==> config.mk <==
export PLATFORM = sky130hd
export DESIGN_NAME = quadrature_encoder_gen_flat
export DESIGN_NICKNAME = d
export VERILOG_FILES = /design/src/rtl/quadrature_encoder_gen_pkg.sv /design/src/rtl/quadrature_encoder_gen_if.sv /design/src/rtl/quadrature_encoder_gen_step_timer.sv /design/src/rtl/quadrature_encoder_gen.sv /design/src/flat_wrapper.sv
export SDC_FILE = /design/constraint.sdc
export NUM_CORES = 1
export LEC_CHECK = 0
export CAP_MARGIN = 30
export CORE_MARGIN = 3
export CORE_UTILIZATION = 51
export CTS_BUF_LIST = sky130_fd_sc_hd__clkbuf_2 sky130_fd_sc_hd__clkbuf_4 sky130_fd_sc_hd__clkbuf_8
export DETAILED_ROUTE_END_ITERATION = 12
export MAX_ROUTING_LAYER = met4
export PLACE_DENSITY = 0.83
export SLEW_MARGIN = 20
export SYNTH_ARGS = -nofsm -noshare
export SYNTH_HDL_FRONTEND = slang
export SYNTH_SLANG_ARGS = --single-unit
==> constraint.sdc <==
create_clock -name clk -period 2.6 [get_ports clk]
set_clock_uncertainty 0.15 [all_clocks]
set_input_delay 0.26 -clock clk [delete_from_list [all_inputs] [get_ports clk]]
set_output_delay 0.26 -clock clk [all_outputs]
set_load 0.005 [all_outputs]
==> src/rtl/quadrature_encoder_gen_pkg.sv <==
// Shared types and constants for the quadrature encoder generator:
// FSM states, the phase-to-(A,B) Gray table and direction codes.
package quadrature_encoder_gen_pkg;

  typedef enum logic [1:0] {
    IDLE = 2'd0,
    WAIT = 2'd1,
    DONE = 2'd2
  } state_t;

  // Phase index 0..3 maps to (A,B) = 00, 10, 11, 01; bits [2p+1:2p] hold phase p.
  localparam logic [7:0] AB_GRAY = {2'b01, 2'b11, 2'b10, 2'b00};

  localparam logic DIR_FWD = 1'b0;
  localparam logic DIR_REV = 1'b1;

  function automatic logic [1:0] ab_of(input logic [1:0] phase);
    return AB_GRAY[{phase, 1'b0} +: 2];
  endfunction

endpackage

==> src/rtl/quadrature_encoder_gen_if.sv <==
// Command channel of the encoder generator. Handshake: a command transfers on
// a rising clk edge where cmd_valid and cmd_ready are both high; payload is
// only sampled on that edge.
interface quadrature_encoder_gen_if #(
  parameter int DATA_WIDTH   = 16,
  parameter int PERIOD_WIDTH = 16
) ();
  logic                    cmd_valid;
  logic                    cmd_ready;
  logic [DATA_WIDTH-1:0]   cmd_steps;
  logic [PERIOD_WIDTH-1:0] cmd_period;

  modport master (output cmd_valid, output cmd_steps, output cmd_period, input cmd_ready);
  modport slave  (input cmd_valid, input cmd_steps, input cmd_period, output cmd_ready);
endinterface

==> src/rtl/quadrature_encoder_gen_step_timer.sv <==
// Edge-period counter: restarts at 1 on start, counts while run, and raises
// tick in the cycle where the count reaches period (then reloads to 1).
module quadrature_encoder_gen_step_timer #(
  parameter int PERIOD_WIDTH = 16
) (
  input  logic                    clk,
  input  logic                    rst,
  input  logic                    start,
  input  logic                    run,
  input  logic [PERIOD_WIDTH-1:0] period,
  output logic                    tick
);

  logic [PERIOD_WIDTH-1:0] count;

  assign tick = run && (count == period);

  always_ff @(posedge clk) begin
    if (rst || start) begin
      count <= PERIOD_WIDTH'(1);
    end else if (run) begin
      if (count == period) count <= PERIOD_WIDTH'(1);
      else                 count <= count + PERIOD_WIDTH'(1);
    end
  end

endmodule

==> src/rtl/quadrature_encoder_gen.sv <==
// Emits a commanded burst of quadrature A/B transitions at a fixed edge
// period and tracks the signed position in decoder count convention.
module quadrature_encoder_gen
  import quadrature_encoder_gen_pkg::*;
#(
  parameter int DATA_WIDTH   = 16,
  parameter int PERIOD_WIDTH = 16,
  parameter int MIN_PERIOD   = 2
) (
  input  logic                  clk,
  input  logic                  rst,
  quadrature_encoder_gen_if.slave cmd,
  input  logic                  abort,
  output logic                  enc_a,
  output logic                  enc_b,
  output logic                  busy,
  output logic                  done,
  output logic [DATA_WIDTH-1:0] position,
  output state_t                fsm_state
);

  state_t                  state_q, state_d;
  logic [1:0]              phase_q, phase_next;
  logic                    dir_q;
  logic [DATA_WIDTH-1:0]   remaining_q;
  logic [PERIOD_WIDTH-1:0] period_q;
  logic [DATA_WIDTH-1:0]   steps_mag;
  logic [PERIOD_WIDTH-1:0] period_clamped;
  logic                    accept;
  logic                    tick;
  logic                    step_edge;

  assign cmd.cmd_ready = (state_q == IDLE) && !rst;
  assign accept        = cmd.cmd_valid && cmd.cmd_ready;
  assign busy          = (state_q == WAIT);
  assign done          = (state_q == DONE);
  assign fsm_state     = state_q;

  // Unsigned magnitude: the most negative count maps to 2^(W-1), which still fits.
  assign steps_mag      = cmd.cmd_steps[DATA_WIDTH-1] ? (~cmd.cmd_steps + DATA_WIDTH'(1))
                                                      : cmd.cmd_steps;
  assign period_clamped = (cmd.cmd_period < PERIOD_WIDTH'(MIN_PERIOD)) ? PERIOD_WIDTH'(MIN_PERIOD)
                                                                       : cmd.cmd_period;

  // abort outranks a coincident edge.
  assign step_edge  = (state_q == WAIT) && !abort && tick;
  assign phase_next = (dir_q == DIR_FWD) ? (phase_q + 2'd1) : (phase_q - 2'd1);

  quadrature_encoder_gen_step_timer #(
    .PERIOD_WIDTH(PERIOD_WIDTH)
  ) u_step_timer (
    .clk    (clk),
    .rst    (rst),
    .start  (accept),
    .run    ((state_q == WAIT) && !abort),
    .period (period_q),
    .tick   (tick)
  );

  always_comb begin
    state_d = state_q;
    case (state_q)
      IDLE: begin
        if (accept) state_d = (cmd.cmd_steps == '0) ? DONE : WAIT;
      end
      WAIT: begin
        if (abort) state_d = IDLE;
        else if (step_edge && (remaining_q == DATA_WIDTH'(1))) state_d = DONE;
      end
      DONE:    state_d = IDLE;
      default: state_d = IDLE;
    endcase
  end

  always_ff @(posedge clk) begin
    if (rst) begin
      state_q     <= IDLE;
      phase_q     <= 2'd0;
      enc_a       <= 1'b0;
      enc_b       <= 1'b0;
      position    <= '0;
      dir_q       <= DIR_FWD;
      remaining_q <= '0;
      period_q    <= PERIOD_WIDTH'(MIN_PERIOD);
    end else begin
      state_q <= state_d;
      if (accept) begin
        dir_q       <= cmd.cmd_steps[DATA_WIDTH-1] ? DIR_REV : DIR_FWD;
        remaining_q <= steps_mag;
        period_q    <= period_clamped;
      end
      if (step_edge) begin
        phase_q        <= phase_next;
        {enc_a, enc_b} <= ab_of(phase_next);
        position       <= (dir_q == DIR_FWD) ? (position + DATA_WIDTH'(1))
                                             : (position - DATA_WIDTH'(1));
        remaining_q    <= remaining_q - DATA_WIDTH'(1);
      end
    end
  end

endmodule
==> src/flat_wrapper.sv <==
// flat-port wrapper written by rule: the top's interface ports become plain ports
module quadrature_encoder_gen_flat import quadrature_encoder_gen_pkg::*;
#(
  parameter int DATA_WIDTH   = 16,
  parameter int PERIOD_WIDTH = 16,
  parameter int MIN_PERIOD   = 2
)
  (clk, rst, abort, enc_a, enc_b, busy, done, position, fsm_state, cmd_cmd_valid, cmd_cmd_steps, cmd_cmd_period, cmd_cmd_ready);
  quadrature_encoder_gen_if #(.DATA_WIDTH(DATA_WIDTH), .PERIOD_WIDTH(PERIOD_WIDTH)) cmd_i ();
  input  logic clk;
  input  logic rst;
  input  logic abort;
  output logic enc_a;
  output logic enc_b;
  output logic busy;
  output logic done;
  output logic [DATA_WIDTH-1:0] position;
  output state_t fsm_state;
  input wire logic [$bits(cmd_i.cmd_valid)-1:0] cmd_cmd_valid;
  input wire logic [$bits(cmd_i.cmd_steps)-1:0] cmd_cmd_steps;
  input wire logic [$bits(cmd_i.cmd_period)-1:0] cmd_cmd_period;
  output wire logic [$bits(cmd_i.cmd_ready)-1:0] cmd_cmd_ready;
  assign cmd_i.cmd_valid = cmd_cmd_valid;
  assign cmd_i.cmd_steps = cmd_cmd_steps;
  assign cmd_i.cmd_period = cmd_cmd_period;
  assign cmd_cmd_ready = cmd_i.cmd_ready;
  quadrature_encoder_gen #(.DATA_WIDTH(DATA_WIDTH), .PERIOD_WIDTH(PERIOD_WIDTH), .MIN_PERIOD(MIN_PERIOD)) u_core (.clk(clk), .rst(rst), .cmd(cmd_i), .abort(abort), .enc_a(enc_a), .enc_b(enc_b), .busy(busy), .done(done), .position(position), .fsm_state(fsm_state));
endmodule
==> metrics.txt, run 1 <==
Syn Inst Count=514; Fin Hold WS=0.0925 ns; GPL Wtd Cong=approximately 0.96; average size of a mapped cell=approximately 8.1 um^2; number of flops mapped to enable cells by yosys=0; Rel. slew slack=around 57%; Psw=0.739 mW; final WL=~11 mm; antenna violations before repair=0; Crit path arrival time=2.58 ns; critical path's slowest cell=dfxtp_4; Worst-Margin Slew=0.648 ns; Post-DP HPWL=8.05 mm; Post-synth ARST share=0%; yosys warns=0; Final Max Slew Viols=0; area share of the largest cell type after synthesis=33.5%; CP Max Fanout=15; setup bufs post-CTS=0; Skew-Pair Late Insertion Delay=about 0.35 ns; Synth area leader=dfxtp_1; Total Routing Usage GR=around a quarter; Net Sw Frac=29.2%; DR pass1 iterations=5; 1st-iter DRT viols=roughly 260; worst vdd ir=0.309 mV; PortBufs=58; most frequent cells in the layout=nand2_1, dfxtp_1, clkdlybuf4s50_1; Antenna diodes=0; Starting Density=53.3%; CTS root buffer=clkbuf_8; Seq pwr share=45.7%; post-synth net total=569; Tmin final=2.50 ns; Routed Antenna Nets=0; total grt overflow=0; nets=657; top cells by area in the synthesized netlist=dfxtp_1, xnor2_1, nand2_1, a21oi_1, ha_1; critical path data required time=about 2.7 ns; via count=4,140; CTS tree=yes; post-route cell area=5350 um^2; # setup viols final=0; Distinct cells, synth=62; Die W=just under 100 um; clock-pin slew of the registers on the worst-case setup and hold paths=~0.08 ns; commonest non-fill, non-tap cell in the layout=nand2_1; core area=7850 um^2; Die ar.=9330 um^2; row cnt=32; share of layout cells above drive strength 1=a little over an eighth; Int Pwr=1.79 mW; pre-CTS setup slack=-0.113 ns; Clock Power Share=36.0%; Static Leak=1.98 nW; Largest delay share family, worst path=compound AO/OA/AOI/OAI gates; Worst Setup Start Kind=register; first-pass GRT wire length=18.4 mm; sequential share of the synthesized area=about a third; DRC violations left=0; Synth Register Bits=70; placed cell areas=5110 um^2; final worst path period share=a little over nine tenths; PD cells=472 nW/um^2; Clock Sinks=70; CP Class=reg2reg; ys flop type=dfxtp_1; vias in the first global route=3,903; Die Height=96.6 um; Comb pwr share=between 10% and 20%; status=finished, final reports clean; Synth-to-Final Area Change=27.9%; DR vias/cell=5.84; Num CTS Buffers=9; Worst path max stage delay=0.42 ns; fmax=around 400 MHz; H-tree depth=3; number of hold violations in the final report=0; Worst Hold Class=in2reg; CTS Buffer Depth=2; crit path cell chain=ha_1 > a21oi_1 > o21ai_0 > nor3b_1 > a221oi_2 > mux2i_1 > mux2_2; setup slack after layout=0.104 ns; max-cap viol count=0; CP Buf/Inv Count=0; wire per inst=15.9 um; area of the mapped netlist=between 4000 and 5000 um^2; Setup crit end kind=register; largest net degree at the start of global routing=37; # IOs=59
[kinds of logic (layout without fill, tap and decap cells)]
family / after synthesis / in the layout / synth area share, %
compound gates: 121 / 121 / 19.7
simple gates: 206 / 206 / 23.8
flops: 70 / 70 / 33.5
fa+ha+maj: 19 / 19 / 5.86
xor+xnor: 62 / 62 / 13.0
buf+inv: 31 / 124 / 2.93
mux: 5 / 5 / 1.23
[power by group through the flow]
stage | clock network, mW | registers (mW) | logic (mW)
floorplan | 0 | 1.17 | 0.272
global placement | 0 | 1.18 | 0.442
detailed placement | 0 | 1.18 | 0.454
CTS | 0.923 | 1.15 | 0.458
global route | 0.969 | 1.16 | 0.508
finish | 0.909 | 1.16 | 0.464
[cells in the mapped netlist, drive strengths merged, types with 3 or more instances]
master	number
a211oi	7
a21o	6
a21oi	47
a221oi	3
a311oi	3
a31oi	7
and2	4
and3	3
and4	3
buf	9
clkbuf	13
dfxtp	70
ha	18
inv	8
mux2i	4
nand2	80
nand2b	3
nand3	14
nand4	11
nor2	42
nor2b	4
nor3	15
nor3b	3
nor4	7
o211ai	3
o21a	5
o21ai	8
o311ai	3
o31ai	7
o41ai	4
or2	3
or3	6
or4	4
xnor2	45
xor2	17
[per-layer routing]
layer / vias up / wire (um) / GRT usage, %
li1: 2028 / - / -
met1: 1920 / 4680 / 29.5
met2: 169 / 5580 / 40.1
met3: 23 / 764 / 4.33
met4: 0 / 214 / 7.56
met5: - / 0 / -
[timing repair]
action / in CTS / in global routing
gates resized for setup: 2 / 6
pin swaps: 0 / 0
gates cloned: 0 / 0
hold buffers: 0 / 0
setup endpoints to repair: 2 / 5
[state kept, by name (all words and copies together) (netlist names)]
name / cells
u_core.dir_q: 1
u_core.fsm_state: 2
u_core.phase_q: 2
u_core.enc_a: 1
u_core.remaining_q: 16
u_core.position: 16
u_core.u_step_timer.count: 16
u_core.period_q: 16
[final cells by class]
cell class                      instances  area (um^2)
Fill cell                             635         2490
Tap cell                              102          128
Clock inverter                          6         70.1
Timing Repair Buffer                   99          883
Clock buffer                           10          131
Inverter                                9         33.8
Multi-Input combinational cell        413         2700
Sequential cell                        70         1410
[metrics by stage]
step | TNS [ns] | instances | power [mW] | util, %
after floorplan | 0 | 514 | 1.44 | -
after global placement | -0.114 | 693 | 1.62 | 65.2
after detailed placement | -0.447 | 693 | 1.63 | 65.2
after CTS | 0 | 709 | 2.54 | 67.9
after global routing | -0.0317 | 709 | 2.64 | 68.2
final | 0 | 709 | 2.53 | 68.2
[worst paths after layout]
path / start / to / slack, ns / cells after the start
setup reg to reg: u_core.dir_q / u_core.position[15] / 0.10 / 7
setup / recovery: u_core.dir_q / u_core.position[15] / 0.10 / 7
hold reg to reg: u_core.enc_a / u_core.enc_a / 0.31 / 2
hold / removal: rst / u_core.fsm_state[1] / 0.09 / 2
(Power assumes the default switching activity.)
==> run 2: changes to the inputs <==
--- a/config.mk
+++ b/config.mk
@@ -7,11 +7,12 @@
 export LEC_CHECK = 0
 export CAP_MARGIN = 30
 export CORE_MARGIN = 3
-export CORE_UTILIZATION = 51
+export CORE_UTILIZATION = 55
 export CTS_BUF_LIST = sky130_fd_sc_hd__clkbuf_2 sky130_fd_sc_hd__clkbuf_4 sky130_fd_sc_hd__clkbuf_8
 export DETAILED_ROUTE_END_ITERATION = 12
+export DONT_BUFFER_PORTS = 1
 export MAX_ROUTING_LAYER = met4
-export PLACE_DENSITY = 0.83
+export PLACE_DENSITY = 0.78
 export SLEW_MARGIN = 20
 export SYNTH_ARGS = -nofsm -noshare
 export SYNTH_HDL_FRONTEND = slang
==> metrics.txt, run 2 (synthesis results as in run 1) <==
status=finished, final reports clean; # IOs=59; Worst R2R End=u_core.position[15]; H-tree depth=3; Rel. slew slack=a little under three fifths; DRC violations left=0; Die W=93.2 um; Routed Antenna Nets=0; final WL=between 10 and 15 mm; share of layout cells above drive strength 1=10.6%; CTS Buffer Depth=2; wire per inst=16.6 um; Num CTS Buffers=9; nets=600; Worst Hold Class=in2reg; Clock Sinks=70; Post-DP HPWL=7.39 mm; Largest delay share family, worst path=multiplexers; Hold Path Cell Cnt=3; critical path data required time=2.69 ns; clock-pin slew of the registers on the worst-case setup and hold paths=around 0.08 ns; critical path's slowest cell=dfxtp_2; Die ar.=8690 um^2; Starting Density=57.1%; antenna violations before repair=0; HP Start=cmd_cmd_steps[5]; Die Height=93.2 um; final worst path period share=96.3%; worst vdd ir=0.322 mV; Setup crit end kind=register; core area=7330 um^2; fillers=about 600; via count=3,908; Crit path arrival time=2.59 ns; CTS tree=yes; Worst Reg-to-Reg Cells=8; PortBufs=0; first-pass GRT wire length=17.7 mm; dpl cells=613; pre-CTS setup slack=0.0648 ns; Worst path max stage delay=~0.37 ns; non-filler cells in the finished layout=648; Skew-Pair Late Insertion Delay=0.35 ns; 1st-iter DRT viols=190; max-cap viol count=0; number of hold violations in the final report=0; Worst Setup Start Kind=register; Total Routing Usage GR=approximately a quarter; total grt overflow=0; CP Buf/Inv Count=1; Antenna diodes=0; DR pass1 iterations=5; GPL Wtd Cong=0.910; setup slack after layout=0.0957 ns; fmax=399 MHz; Tmin final=2.50 ns; CP Class=reg2reg; most frequent cells in the layout=nand2_1, dfxtp_1, a21oi_1; Worst Hold Path EP=u_core.remaining_q[5]; Critical Path Most Common Cell=nand2_1; Static Leak=1.77 nW; Critical R2R Launch=u_core.dir_q; Final Max Slew Viols=0; commonest non-fill, non-tap cell in the layout=nand2_1; row cnt=31; largest net degree at the start of global routing=51; Worst-Margin Slew=0.667 ns; DR vias/cell=6.03; PD cells=502 nW/um^2; Power, Total=2.42 mW; Worst R2R Setup Slack=0.1 ns; CTS root buffer=clkbuf_8; # setup viols final=0; Fin Hold WS=about 0.0075 ns; crit path cell chain=buf_4 > ha_1 > nand2_1 > a211oi_1 > nand2_1 > a221oi_2 > mux2i_1 > mux2_2; CP Max Fanout=9; vias in the first global route=3,829; Synth-to-Final Area Change=15.0%
[run 2: changes by cell type in the layout (fill, tap and decap cells not counted), moves of 3 or more]
cell             previous run  this run
dlygate4sd3_1               0        19
clkinvlp_4                  3         0
buf_4                      41        22
clkinv_2                    0         3
clkdlybuf4s50_1            57         0
[run 2: worst max-delay path by stage]
stage | startpoint | to | cells past startpoint
final | u_core.dir_q | u_core.position[15] | 8
after global routing | u_core.dir_q | u_core.position[15] | 8
after CTS | u_core.dir_q | u_core.position[15] | 8
after detailed placement | u_core.dir_q | u_core.position[15] | 9
after global placement | u_core.dir_q | u_core.position[15] | 8
after floorplan | u_core.dir_q | u_core.position[14] | 7
[run 2: cell type report]
class | count | area, um^2 | share of cell area, %
Clock inverter | 6 | 62.6 | 1.30
Timing Repair Buffer | 42 | 375 | 7.79
Inverter | 9 | 33.8 | 0.701
Tap cell | 99 | 124 | 2.57
Clock buffer | 9 | 124 | 2.57
Sequential cell | 70 | 1400 | 29.1
Multi-Input combinational cell | 413 | 2690 | 55.9
[run 2: report_power, final]
part	leakage [nW]	switching (mW)	total, mW	internal [mW]
Clock	0.0992	0.438	0.876	0.438
Combinational	1.10	0.216	0.388	0.171
Sequential	0.570	0.0406	1.15	1.11
Total	1.77	0.695	2.42	1.72
[run 2: metal layers]
| layer | wire length, um | global-route usage [%] |
|---|---|---|
| met1 | 4530 | 30.3 |
| met2 | 5360 | 43.2 |
| met3 | 618 | 6.60 |
| met4 | 225 | 8.67 |
| met5 | 0 | - |
[run 2: per-stage QoR]
stage | area (um^2) | utilization (%) | TNS (ns)
floorplan | 4190 | - | 0
global placement | 4390 | 59.9 | 0
detailed placement | 4390 | 59.9 | 0
CTS | 4790 | 65.4 | 0
global route | 4820 | 65.7 | -0.0179
finish | 4820 | 65.7 | 0
[run 2: repair_timing]
action | CTS | global route
gates resized for setup | 1 | 5
endpoints found under the setup margin | 1 | 3
endpoints found under the hold margin | 51 | 0
hold buffers | 20 | 0
setup buffers | 0 | 0
[run 2: tightest hold or removal path: stages]
cell and delay [ns]:
xnor2_1 0.06, nand2_1 0.07, a31oi_1 0.07
